==> src/rtl/axi_lite_rd_wr_arbiter_if.sv <==
// AXI-lite bus bundle shared by both upstream masters and the downstream
// memory port. The master modport is the side that issues addresses and
// data; the slave modport is the side that answers.
interface axi_lite_rd_wr_arbiter_if #(
    parameter int AW = 32,
    parameter int DW = 64
);
    // read address channel
    logic [AW-1:0]   araddr;
    logic            arvalid;
    logic            arready;
    // read data channel
    logic [DW-1:0]   rdata;
    logic [1:0]      rresp;
    logic            rvalid;
    logic            rready;
    // write address channel
    logic [AW-1:0]   awaddr;
    logic            awvalid;
    logic            awready;
    // write data channel
    logic [DW-1:0]   wdata;
    logic [DW/8-1:0] wstrb;
    logic            wvalid;
    logic            wready;
    // write response channel
    logic [1:0]      bresp;
    logic            bvalid;
    logic            bready;

    modport master (
        output araddr, arvalid, input  arready,
        input  rdata, rresp, rvalid, output rready,
        output awaddr, awvalid, input  awready,
        output wdata, wstrb, wvalid, input  wready,
        input  bresp, bvalid, output bready
    );

    modport slave (
        input  araddr, arvalid, output arready,
        output rdata, rresp, rvalid, input  rready,
        input  awaddr, awvalid, output awready,
        input  wdata, wstrb, wvalid, output wready,
        output bresp, bvalid, input  bready
    );
endinterface

==> src/rtl/axi_lite_rd_wr_arbiter.sv <==
// Two-master AXI-lite arbiter in front of a single memory port.
// m0 is the read-only instruction fetch port, m1 the read/write load/store
// port. One transaction is in flight at a time; the owner keeps the grant
// from its address handshake until its response handshake. Simultaneous
// requests alternate between the masters so neither can starve the other.
module axi_lite_rd_wr_arbiter #(
    parameter int AW = 32,
    parameter int DW = 64
) (
    input  logic                      clk,
    input  logic                      rst,
    axi_lite_rd_wr_arbiter_if.slave   m0,
    axi_lite_rd_wr_arbiter_if.slave   m1,
    axi_lite_rd_wr_arbiter_if.master  s,
    output logic [1:0]                grant
);

    localparam logic [2:0] IDLE  = 3'd0;
    localparam logic [2:0] M0_AR = 3'd1;
    localparam logic [2:0] M0_R  = 3'd2;
    localparam logic [2:0] M1_AR = 3'd3;
    localparam logic [2:0] M1_R  = 3'd4;
    localparam logic [2:0] M1_WR = 3'd5;
    localparam logic [2:0] M1_B  = 3'd6;

    logic [2:0]    state;
    // index of the master served most recently; 1 lets m0 win the first tie
    logic          last;
    logic          aw_done;
    logic          w_done;

    logic          req0;
    logic          req1w;
    logic          req1r;
    logic          req1;

    logic          ar_fire;
    logic          r_fire;
    logic          aw_fire;
    logic          w_fire;
    logic          b_fire;
    logic          aw_seen;
    logic          w_seen;

    logic [AW-1:0] araddr_sel;
    logic [DW-1:0] rdata_pass;

    // m0 never writes; its write-side inputs are intentionally ignored
    logic          unused_m0_wr;

    assign req0  = m0.arvalid;
    assign req1w = m1.awvalid & m1.wvalid;
    assign req1r = m1.arvalid;
    assign req1  = req1w | req1r;

    // handshakes seen on the memory side; the valids are already gated by state
    assign ar_fire = s.arvalid & s.arready;
    assign r_fire  = s.rvalid  & s.rready;
    assign aw_fire = s.awvalid & s.awready;
    assign w_fire  = s.wvalid  & s.wready;
    assign b_fire  = s.bvalid  & s.bready;

    // a channel counts as complete if it finished earlier or finishes now
    assign aw_seen = aw_done | aw_fire;
    assign w_seen  = w_done  | w_fire;

    assign rdata_pass = s.rdata;

    assign unused_m0_wr = ^{m0.awaddr, m0.awvalid, m0.wdata, m0.wstrb,
                            m0.wvalid, m0.bready};

    // Arbitration and transaction sequencing; the grant decision is registered
    always_ff @(posedge clk) begin
        if (!rst) begin
            state   <= IDLE;
            last    <= 1'b1;
            aw_done <= 1'b0;
            w_done  <= 1'b0;
        end else begin
            case (state)
                IDLE: begin
                    if (req0 && (!req1 || last)) begin
                        state <= M0_AR;
                    end else if (req1) begin
                        // a pending store goes ahead of a pending load
                        state <= req1w ? M1_WR : M1_AR;
                    end
                end
                M0_AR: begin
                    if (ar_fire) begin
                        state <= M0_R;
                    end
                end
                M0_R: begin
                    if (r_fire) begin
                        state <= IDLE;
                        last  <= 1'b0;
                    end
                end
                M1_AR: begin
                    if (ar_fire) begin
                        state <= M1_R;
                    end
                end
                M1_R: begin
                    if (r_fire) begin
                        state <= IDLE;
                        last  <= 1'b1;
                    end
                end
                M1_WR: begin
                    if (aw_seen && w_seen) begin
                        state   <= M1_B;
                        aw_done <= 1'b0;
                        w_done  <= 1'b0;
                    end else begin
                        aw_done <= aw_seen;
                        w_done  <= w_seen;
                    end
                end
                M1_B: begin
                    if (b_fire) begin
                        state <= IDLE;
                        last  <= 1'b1;
                    end
                end
                default: begin
                    state <= IDLE;
                end
            endcase
        end
    end

    // Read address source for the memory port follows the owning master
    always_comb begin
        araddr_sel = '0;
        if (state == M0_AR) begin
            araddr_sel = m0.araddr;
        end else if (state == M1_AR) begin
            araddr_sel = m1.araddr;
        end
    end

    // Channel routing: only the owner's channel of the current phase is
    // connected; every other valid and ready is forced low
    always_comb begin
        s.araddr   = araddr_sel;
        s.arvalid  = 1'b0;
        s.rready   = 1'b0;
        s.awaddr   = m1.awaddr;
        s.awvalid  = 1'b0;
        s.wdata    = m1.wdata;
        s.wstrb    = m1.wstrb;
        s.wvalid   = 1'b0;
        s.bready   = 1'b0;

        m0.arready = 1'b0;
        m0.rdata   = rdata_pass;
        m0.rresp   = s.rresp;
        m0.rvalid  = 1'b0;
        m0.awready = 1'b0;
        m0.wready  = 1'b0;
        m0.bresp   = '0;
        m0.bvalid  = 1'b0;

        m1.arready = 1'b0;
        m1.rdata   = rdata_pass;
        m1.rresp   = s.rresp;
        m1.rvalid  = 1'b0;
        m1.awready = 1'b0;
        m1.wready  = 1'b0;
        m1.bresp   = s.bresp;
        m1.bvalid  = 1'b0;

        grant      = 2'b00;

        case (state)
            M0_AR: begin
                grant      = 2'b01;
                s.arvalid  = m0.arvalid;
                m0.arready = s.arready;
            end
            M0_R: begin
                grant      = 2'b01;
                m0.rvalid  = s.rvalid;
                s.rready   = m0.rready;
            end
            M1_AR: begin
                grant      = 2'b10;
                s.arvalid  = m1.arvalid;
                m1.arready = s.arready;
            end
            M1_R: begin
                grant      = 2'b10;
                m1.rvalid  = s.rvalid;
                s.rready   = m1.rready;
            end
            M1_WR: begin
                // a channel that already completed is masked so it is never
                // presented to the memory port twice
                grant      = 2'b10;
                s.awvalid  = m1.awvalid & ~aw_done;
                m1.awready = s.awready  & ~aw_done;
                s.wvalid   = m1.wvalid  & ~w_done;
                m1.wready  = s.wready   & ~w_done;
            end
            M1_B: begin
                grant      = 2'b10;
                m1.bvalid  = s.bvalid;
                s.bready   = m1.bready;
            end
            default: begin
                grant      = 2'b00;
            end
        endcase
    end

endmodule
==> src/flat_wrapper.sv <==
// flat-port wrapper written by rule: the top's interface ports become plain ports
module axi_lite_rd_wr_arbiter_flat 
#(
    parameter int AW = 32,
    parameter int DW = 64
)
  (clk, rst, grant, m0_araddr, m0_arvalid, m0_arready, m0_rdata, m0_rresp, m0_rvalid, m0_rready, m0_awaddr, m0_awvalid, m0_awready, m0_wdata, m0_wstrb, m0_wvalid, m0_wready, m0_bresp, m0_bvalid, m0_bready, m1_araddr, m1_arvalid, m1_arready, m1_rdata, m1_rresp, m1_rvalid, m1_rready, m1_awaddr, m1_awvalid, m1_awready, m1_wdata, m1_wstrb, m1_wvalid, m1_wready, m1_bresp, m1_bvalid, m1_bready, s_araddr, s_arvalid, s_arready, s_rdata, s_rresp, s_rvalid, s_rready, s_awaddr, s_awvalid, s_awready, s_wdata, s_wstrb, s_wvalid, s_wready, s_bresp, s_bvalid, s_bready);
  axi_lite_rd_wr_arbiter_if #(.AW(AW), .DW(DW)) m0_i ();
  axi_lite_rd_wr_arbiter_if #(.AW(AW), .DW(DW)) m1_i ();
  axi_lite_rd_wr_arbiter_if #(.AW(AW), .DW(DW)) s_i ();
  input  logic clk;
  input  logic rst;
  output logic [1:0] grant;
  input wire logic [$bits(m0_i.araddr)-1:0] m0_araddr;
  input wire logic [$bits(m0_i.arvalid)-1:0] m0_arvalid;
  output wire logic [$bits(m0_i.arready)-1:0] m0_arready;
  output wire logic [$bits(m0_i.rdata)-1:0] m0_rdata;
  output wire logic [$bits(m0_i.rresp)-1:0] m0_rresp;
  output wire logic [$bits(m0_i.rvalid)-1:0] m0_rvalid;
  input wire logic [$bits(m0_i.rready)-1:0] m0_rready;
  input wire logic [$bits(m0_i.awaddr)-1:0] m0_awaddr;
  input wire logic [$bits(m0_i.awvalid)-1:0] m0_awvalid;
  output wire logic [$bits(m0_i.awready)-1:0] m0_awready;
  input wire logic [$bits(m0_i.wdata)-1:0] m0_wdata;
  input wire logic [$bits(m0_i.wstrb)-1:0] m0_wstrb;
  input wire logic [$bits(m0_i.wvalid)-1:0] m0_wvalid;
  output wire logic [$bits(m0_i.wready)-1:0] m0_wready;
  output wire logic [$bits(m0_i.bresp)-1:0] m0_bresp;
  output wire logic [$bits(m0_i.bvalid)-1:0] m0_bvalid;
  input wire logic [$bits(m0_i.bready)-1:0] m0_bready;
  input wire logic [$bits(m1_i.araddr)-1:0] m1_araddr;
  input wire logic [$bits(m1_i.arvalid)-1:0] m1_arvalid;
  output wire logic [$bits(m1_i.arready)-1:0] m1_arready;
  output wire logic [$bits(m1_i.rdata)-1:0] m1_rdata;
  output wire logic [$bits(m1_i.rresp)-1:0] m1_rresp;
  output wire logic [$bits(m1_i.rvalid)-1:0] m1_rvalid;
  input wire logic [$bits(m1_i.rready)-1:0] m1_rready;
  input wire logic [$bits(m1_i.awaddr)-1:0] m1_awaddr;
  input wire logic [$bits(m1_i.awvalid)-1:0] m1_awvalid;
  output wire logic [$bits(m1_i.awready)-1:0] m1_awready;
  input wire logic [$bits(m1_i.wdata)-1:0] m1_wdata;
  input wire logic [$bits(m1_i.wstrb)-1:0] m1_wstrb;
  input wire logic [$bits(m1_i.wvalid)-1:0] m1_wvalid;
  output wire logic [$bits(m1_i.wready)-1:0] m1_wready;
  output wire logic [$bits(m1_i.bresp)-1:0] m1_bresp;
  output wire logic [$bits(m1_i.bvalid)-1:0] m1_bvalid;
  input wire logic [$bits(m1_i.bready)-1:0] m1_bready;
  output wire logic [$bits(s_i.araddr)-1:0] s_araddr;
  output wire logic [$bits(s_i.arvalid)-1:0] s_arvalid;
  input wire logic [$bits(s_i.arready)-1:0] s_arready;
  input wire logic [$bits(s_i.rdata)-1:0] s_rdata;
  input wire logic [$bits(s_i.rresp)-1:0] s_rresp;
  input wire logic [$bits(s_i.rvalid)-1:0] s_rvalid;
  output wire logic [$bits(s_i.rready)-1:0] s_rready;
  output wire logic [$bits(s_i.awaddr)-1:0] s_awaddr;
  output wire logic [$bits(s_i.awvalid)-1:0] s_awvalid;
  input wire logic [$bits(s_i.awready)-1:0] s_awready;
  output wire logic [$bits(s_i.wdata)-1:0] s_wdata;
  output wire logic [$bits(s_i.wstrb)-1:0] s_wstrb;
  output wire logic [$bits(s_i.wvalid)-1:0] s_wvalid;
  input wire logic [$bits(s_i.wready)-1:0] s_wready;
  input wire logic [$bits(s_i.bresp)-1:0] s_bresp;
  input wire logic [$bits(s_i.bvalid)-1:0] s_bvalid;
  output wire logic [$bits(s_i.bready)-1:0] s_bready;
  assign m0_i.araddr = m0_araddr;
  assign m0_i.arvalid = m0_arvalid;
  assign m0_arready = m0_i.arready;
  assign m0_rdata = m0_i.rdata;
  assign m0_rresp = m0_i.rresp;
  assign m0_rvalid = m0_i.rvalid;
  assign m0_i.rready = m0_rready;
  assign m0_i.awaddr = m0_awaddr;
  assign m0_i.awvalid = m0_awvalid;
  assign m0_awready = m0_i.awready;
  assign m0_i.wdata = m0_wdata;
  assign m0_i.wstrb = m0_wstrb;
  assign m0_i.wvalid = m0_wvalid;
  assign m0_wready = m0_i.wready;
  assign m0_bresp = m0_i.bresp;
  assign m0_bvalid = m0_i.bvalid;
  assign m0_i.bready = m0_bready;
  assign m1_i.araddr = m1_araddr;
  assign m1_i.arvalid = m1_arvalid;
  assign m1_arready = m1_i.arready;
  assign m1_rdata = m1_i.rdata;
  assign m1_rresp = m1_i.rresp;
  assign m1_rvalid = m1_i.rvalid;
  assign m1_i.rready = m1_rready;
  assign m1_i.awaddr = m1_awaddr;
  assign m1_i.awvalid = m1_awvalid;
  assign m1_awready = m1_i.awready;
  assign m1_i.wdata = m1_wdata;
  assign m1_i.wstrb = m1_wstrb;
  assign m1_i.wvalid = m1_wvalid;
  assign m1_wready = m1_i.wready;
  assign m1_bresp = m1_i.bresp;
  assign m1_bvalid = m1_i.bvalid;
  assign m1_i.bready = m1_bready;
  assign s_araddr = s_i.araddr;
  assign s_arvalid = s_i.arvalid;
  assign s_i.arready = s_arready;
  assign s_i.rdata = s_rdata;
  assign s_i.rresp = s_rresp;
  assign s_i.rvalid = s_rvalid;
  assign s_rready = s_i.rready;
  assign s_awaddr = s_i.awaddr;
  assign s_awvalid = s_i.awvalid;
  assign s_i.awready = s_awready;
  assign s_wdata = s_i.wdata;
  assign s_wstrb = s_i.wstrb;
  assign s_wvalid = s_i.wvalid;
  assign s_i.wready = s_wready;
  assign s_i.bresp = s_bresp;
  assign s_i.bvalid = s_bvalid;
  assign s_bready = s_i.bready;
  axi_lite_rd_wr_arbiter #(.AW(AW), .DW(DW)) u_core (.clk(clk), .rst(rst), .m0(m0_i), .m1(m1_i), .s(s_i), .grant(grant));
endmodule
==> config.mk <==
export PLATFORM = sky130hd
export DESIGN_NAME = axi_lite_rd_wr_arbiter_flat
export DESIGN_NICKNAME = d
export VERILOG_FILES = /design/src/rtl/axi_lite_rd_wr_arbiter_if.sv /design/src/rtl/axi_lite_rd_wr_arbiter.sv /design/src/flat_wrapper.sv
export SDC_FILE = /design/constraint.sdc
export NUM_CORES = 1
export LEC_CHECK = 0
export CAP_MARGIN = 10
export CORE_AREA = 2 2 253 255
export CTS_CLUSTER_DIAMETER = 60
export DETAILED_ROUTE_END_ITERATION = 16
export DIE_AREA = 0 0 255 257
export MAX_ROUTING_LAYER = met4
export PLACE_DENSITY_LB_ADDON = 0.1
export RECOVER_POWER = 100
export SETUP_SLACK_MARGIN = 0.4
export SYNTH_ARGS = -nofsm -noshare
export SYNTH_HDL_FRONTEND = slang
export SYNTH_SLANG_ARGS = --single-unit
==> constraint.sdc <==
create_clock -name clk -period 2.2 [get_ports clk]
set_input_delay 0.66 -clock clk [delete_from_list [all_inputs] [get_ports clk]]
set_output_delay 0.66 -clock clk [all_outputs]
set_load 0.01 [all_outputs]
==> impl_metrics.env, run 1 <==
export IMPL_vias=1989
export IMPL_worst_r2r_setup_slack_ps=240
export IMPL_final_util=0.0611
export IMPL_power_density_mw_per_mm2=769
export IMPL_vdd_ir_drop_max_mv=0.195
export IMPL_path_max_fanout=5
export IMPL_synth_ff_type="dfxtp_1"
export IMPL_clk_latency_ps=230
export IMPL_dp_cells=1113
export IMPL_critPathLaunchType="register"
export IMPL_hp_class="register to register"
export IMPL_netSwitchingFraction=0.413
export IMPL_cp_cell_sequence="buf_6 -> nor2_4 -> buf_12 -> buf_12 -> buf_4 -> a22o_1 -> buf_2"
export IMPL_syn2layout_area_growth_pct=41.4
export IMPL_setup_viol=0
export IMPL_core_region_area_mm2=0.0627
export IMPL_power_frac_clock=0.102
export IMPL_synth_top_family_by_area="buffers and inverters"
export IMPL_sequentialPowerShare=0.063
export IMPL_maxCapViolations=0
export IMPL_fp_dieH_um=257
export IMPL_final_hold_violation_count=0
export IMPL_yosys_area_top_type_share=0.676
export IMPL_max_stage_delay_ps=380
export IMPL_syn_inst=362
export IMPL_drt_first_iter_violations=40
export IMPL_busiest_layer="met2"
export IMPL_cts_hold_buf=0
export IMPL_cts_sinks=6
export IMPL_finalMaxSlewViolations=0
export IMPL_syn_area_per_cell_um2=7.49
export IMPL_post_route_period_util=0.959
export IMPL_synthXorXnorAreaFrac=0.00646
export IMPL_power_frac_comb=0.835
export IMPL_slowest_stage="dfxtp_4"
export IMPL_nFillCells=7417
export IMPL_portBuffers=123
export IMPL_num_rows=92
export IMPL_htreeDepth=1
export IMPL_nets=656
export IMPL_synth_edf_count=0
export IMPL_first_global_vias=2213
export IMPL_synthArstFlopShare=0
export IMPL_root_buffer="clkbuf_16"
export IMPL_tritoncts="yes"
export IMPL_synth_area_top_cells="buf_4, a22o_1, dfxtp_1"
export IMPL_antenna_left=0
export IMPL_final_cells=1144
export IMPL_internal_power_mw=1.73
export IMPL_antenna_found_initial=0
export IMPL_grt_first_pass_wirelength_um=14900
export IMPL_setup_tns_final_ps=0
export IMPL_initial_core_util=0.0432
export IMPL_yosys_area_share_adder=0
export IMPL_grt_use_met3=0.0213
export IMPL_synth_most_common_cell="buf_4"
export IMPL_critPathCaptureType="primary output"
export IMPL_synthSimpleGateAreaFrac=0.0831
export IMPL_dp_hpwl_um=8870
export IMPL_routed_wl_um=11300
export IMPL_p_switching_mw=1.22
export IMPL_dieArea_mm2=0.0655
export IMPL_status="finished, final reports clean"
export IMPL_grt_start_max_net_pins=13
export IMPL_grt_use_total=0.0321
export IMPL_critPathRequiredTime_ps=1540
export IMPL_place_congestion=0.580
export IMPL_netlist_top_cells_count="buf_4, a22o_1, nor2_1"
export IMPL_synth_compound_area_share=0.164
export IMPL_ys_ff_latch=6
export IMPL_fin_skew_ps=2.06
export IMPL_wl_per_cell_um=9.87
export IMPL_crit_arrival_ps=1450
export IMPL_synth_area_mux_share=0.00369
export IMPL_ys_warnings_count=0
export IMPL_numCtsBuffers=3
export IMPL_synth_area_mm2=0.00271
export IMPL_grtUsageMet1=0.0294
export IMPL_drive_above_1_share=0.384
export IMPL_synth_top_area_cell="buf_4"
export IMPL_path_class="register to primary output"
export IMPL_viasPerCell=1.74
export IMPL_clk_pin_slew_ps=40
export IMPL_drc=0
export IMPL_crit_top_cell="buf_12"
export IMPL_synth_cell_types=35
export IMPL_fmax_mhz=474
export IMPL_clockBufferDepth=2
export IMPL_dr_pass1_iters=4
export IMPL_hold_ws_ps=556
export IMPL_num_io_pins=646
export IMPL_grtUsageMet2=0.0481
export IMPL_leakagePower_nw=1.33
export IMPL_timing_final_crit_period_ps=2110
export IMPL_grt_overflow_total=0
export IMPL_die_w_um=255
export IMPL_rsz0062_at_grt="yes"
export IMPL_yosysSeqAreaShare=0.0443
export IMPL_total_power_mw=2.95
==> power groups by stage <==
stage / logic (mW) / clock network (mW) / registers, mW
floorplan: 1.30 / 0 / 0.156
global placement: 2.06 / 0 / 0.164
detailed placement: 2.03 / 0 / 0.162
CTS: 2.31 / 0.313 / 0.187
global route: 2.69 / 0.323 / 0.191
finish: 2.46 / 0.301 / 0.185
==> cells in the final DEF (no fill, tap or decap), types with 2 or more instances in the layout <==
cell type	n
and2_4	2
nand3_2	2
nor2_1	6
nor2_4	3
dfxtp_1	3
a22o_1	33
clkbuf_1	31
clkbuf_16	6
clkbuf_2	3
buf_8	2
clkdlybuf4s50_1	34
a21oi_1	4
a21oi_2	2
buf_6	19
xnor2_4	2
conb_1	5
buf_4	29
o21ai_0	6
dfxtp_4	2
buf_12	8
nand2_1	3
dlymetal6s2s_1	5
nand2_4	4
clkdlybuf4s15_1	2
dlygate4sd2_1	32
buf_16	2
nor2b_1	2
a31oi_1	2
nor3b_2	4
buf_2	10
==> registers in the layout (all words and copies together), names as in the netlist <==
| name | cells |
|---|---|
| u_core.state | 3 |
| u_core.last | 1 |
| u_core.w_done | 1 |
| u_core.aw_done | 1 |
==> path summary, 6_finish.rpt <==
path,from,end,cells past startpoint
worst max-delay path,u_core.state[1]$_SDFFE_PN0P_,s_araddr[30],7
worst min register to register,u_core.last$_SDFFE_PN1P_,u_core.last$_SDFFE_PN1P_,2
worst max register to register,u_core.state[0]$_SDFFE_PN0P_,u_core.state[1]$_SDFFE_PN0P_,8
worst min-delay path,u_core.last$_SDFFE_PN1P_,u_core.last$_SDFFE_PN1P_,2
==> timing repair <==
| item | CTS | global route |
|---|---|---|
| gates cloned | 2 | 3 |
| setup buffers | 14 | 8 |
| setup endpoints to repair | 49 | 48 |
| pin swaps | 22 | 29 |
| gates resized for setup | 281 | 31 |
==> layer usage <==
layer / part of all wire / vias up
li1: - / 820
met1: 0.32 / 851
met2: 0.45 / 230
met3: 0.16 / 88
met4: 0.075 / 0
met5: 0 / -
==> worst max-delay path, delay by kind of cell (launching register included) <==
family | cells | cell delay [ps]
flip-flops | 1 | 380
AND/OR/NAND/NOR | 1 | 30
buffers and inverters | 5 | 640
AO/OA/AOI/OAI | 1 | 160
==> final cells by class <==
type | instances | area (um^2) | area share
Tap cell | 846 | 1060 | 0.276
Clock buffer | 3 | 75.1 | 0.0196
Antenna cell | 1 | 2.50 | 0.000653
Sequential cell | 6 | 129 | 0.0336
Multi-Input combinational cell | 105 | 913 | 0.238
Timing Repair Buffer | 181 | 1650 | 0.430
Inverter | 2 | 7.51 | 0.00196
==> stage by stage <==
step                area (um^2)  setup WS [ps]
floorplan                  2770            405
global placement           3430           -657
detailed placement         3430           -640
CTS                        3650           40.7
global route               3830           21.1
finish                     3830           90.9
==> cell families after synthesis <==
family,Yosys count
AO/OA/AOI/OAI,55
XOR/XNOR,2
buffers and inverters,255
flip-flops,6
multiplexers,1
other,1
AND/OR/NAND/NOR,42
Note: power is estimated with default switching activity, not from simulation.
==> run 2, diff against run 1 <==
--- a/config.mk
+++ b/config.mk
@@ -14,6 +14,7 @@
 export PLACE_DENSITY_LB_ADDON = 0.1
 export RECOVER_POWER = 100
 export SETUP_SLACK_MARGIN = 0.4
+export SLEW_MARGIN = 20
 export SYNTH_ARGS = -nofsm -noshare
 export SYNTH_HDL_FRONTEND = slang
 export SYNTH_SLANG_ARGS = --single-unit
==> results of run 2 <==
Same layout as run 1: the final DEF is identical, and so are final timing and power.
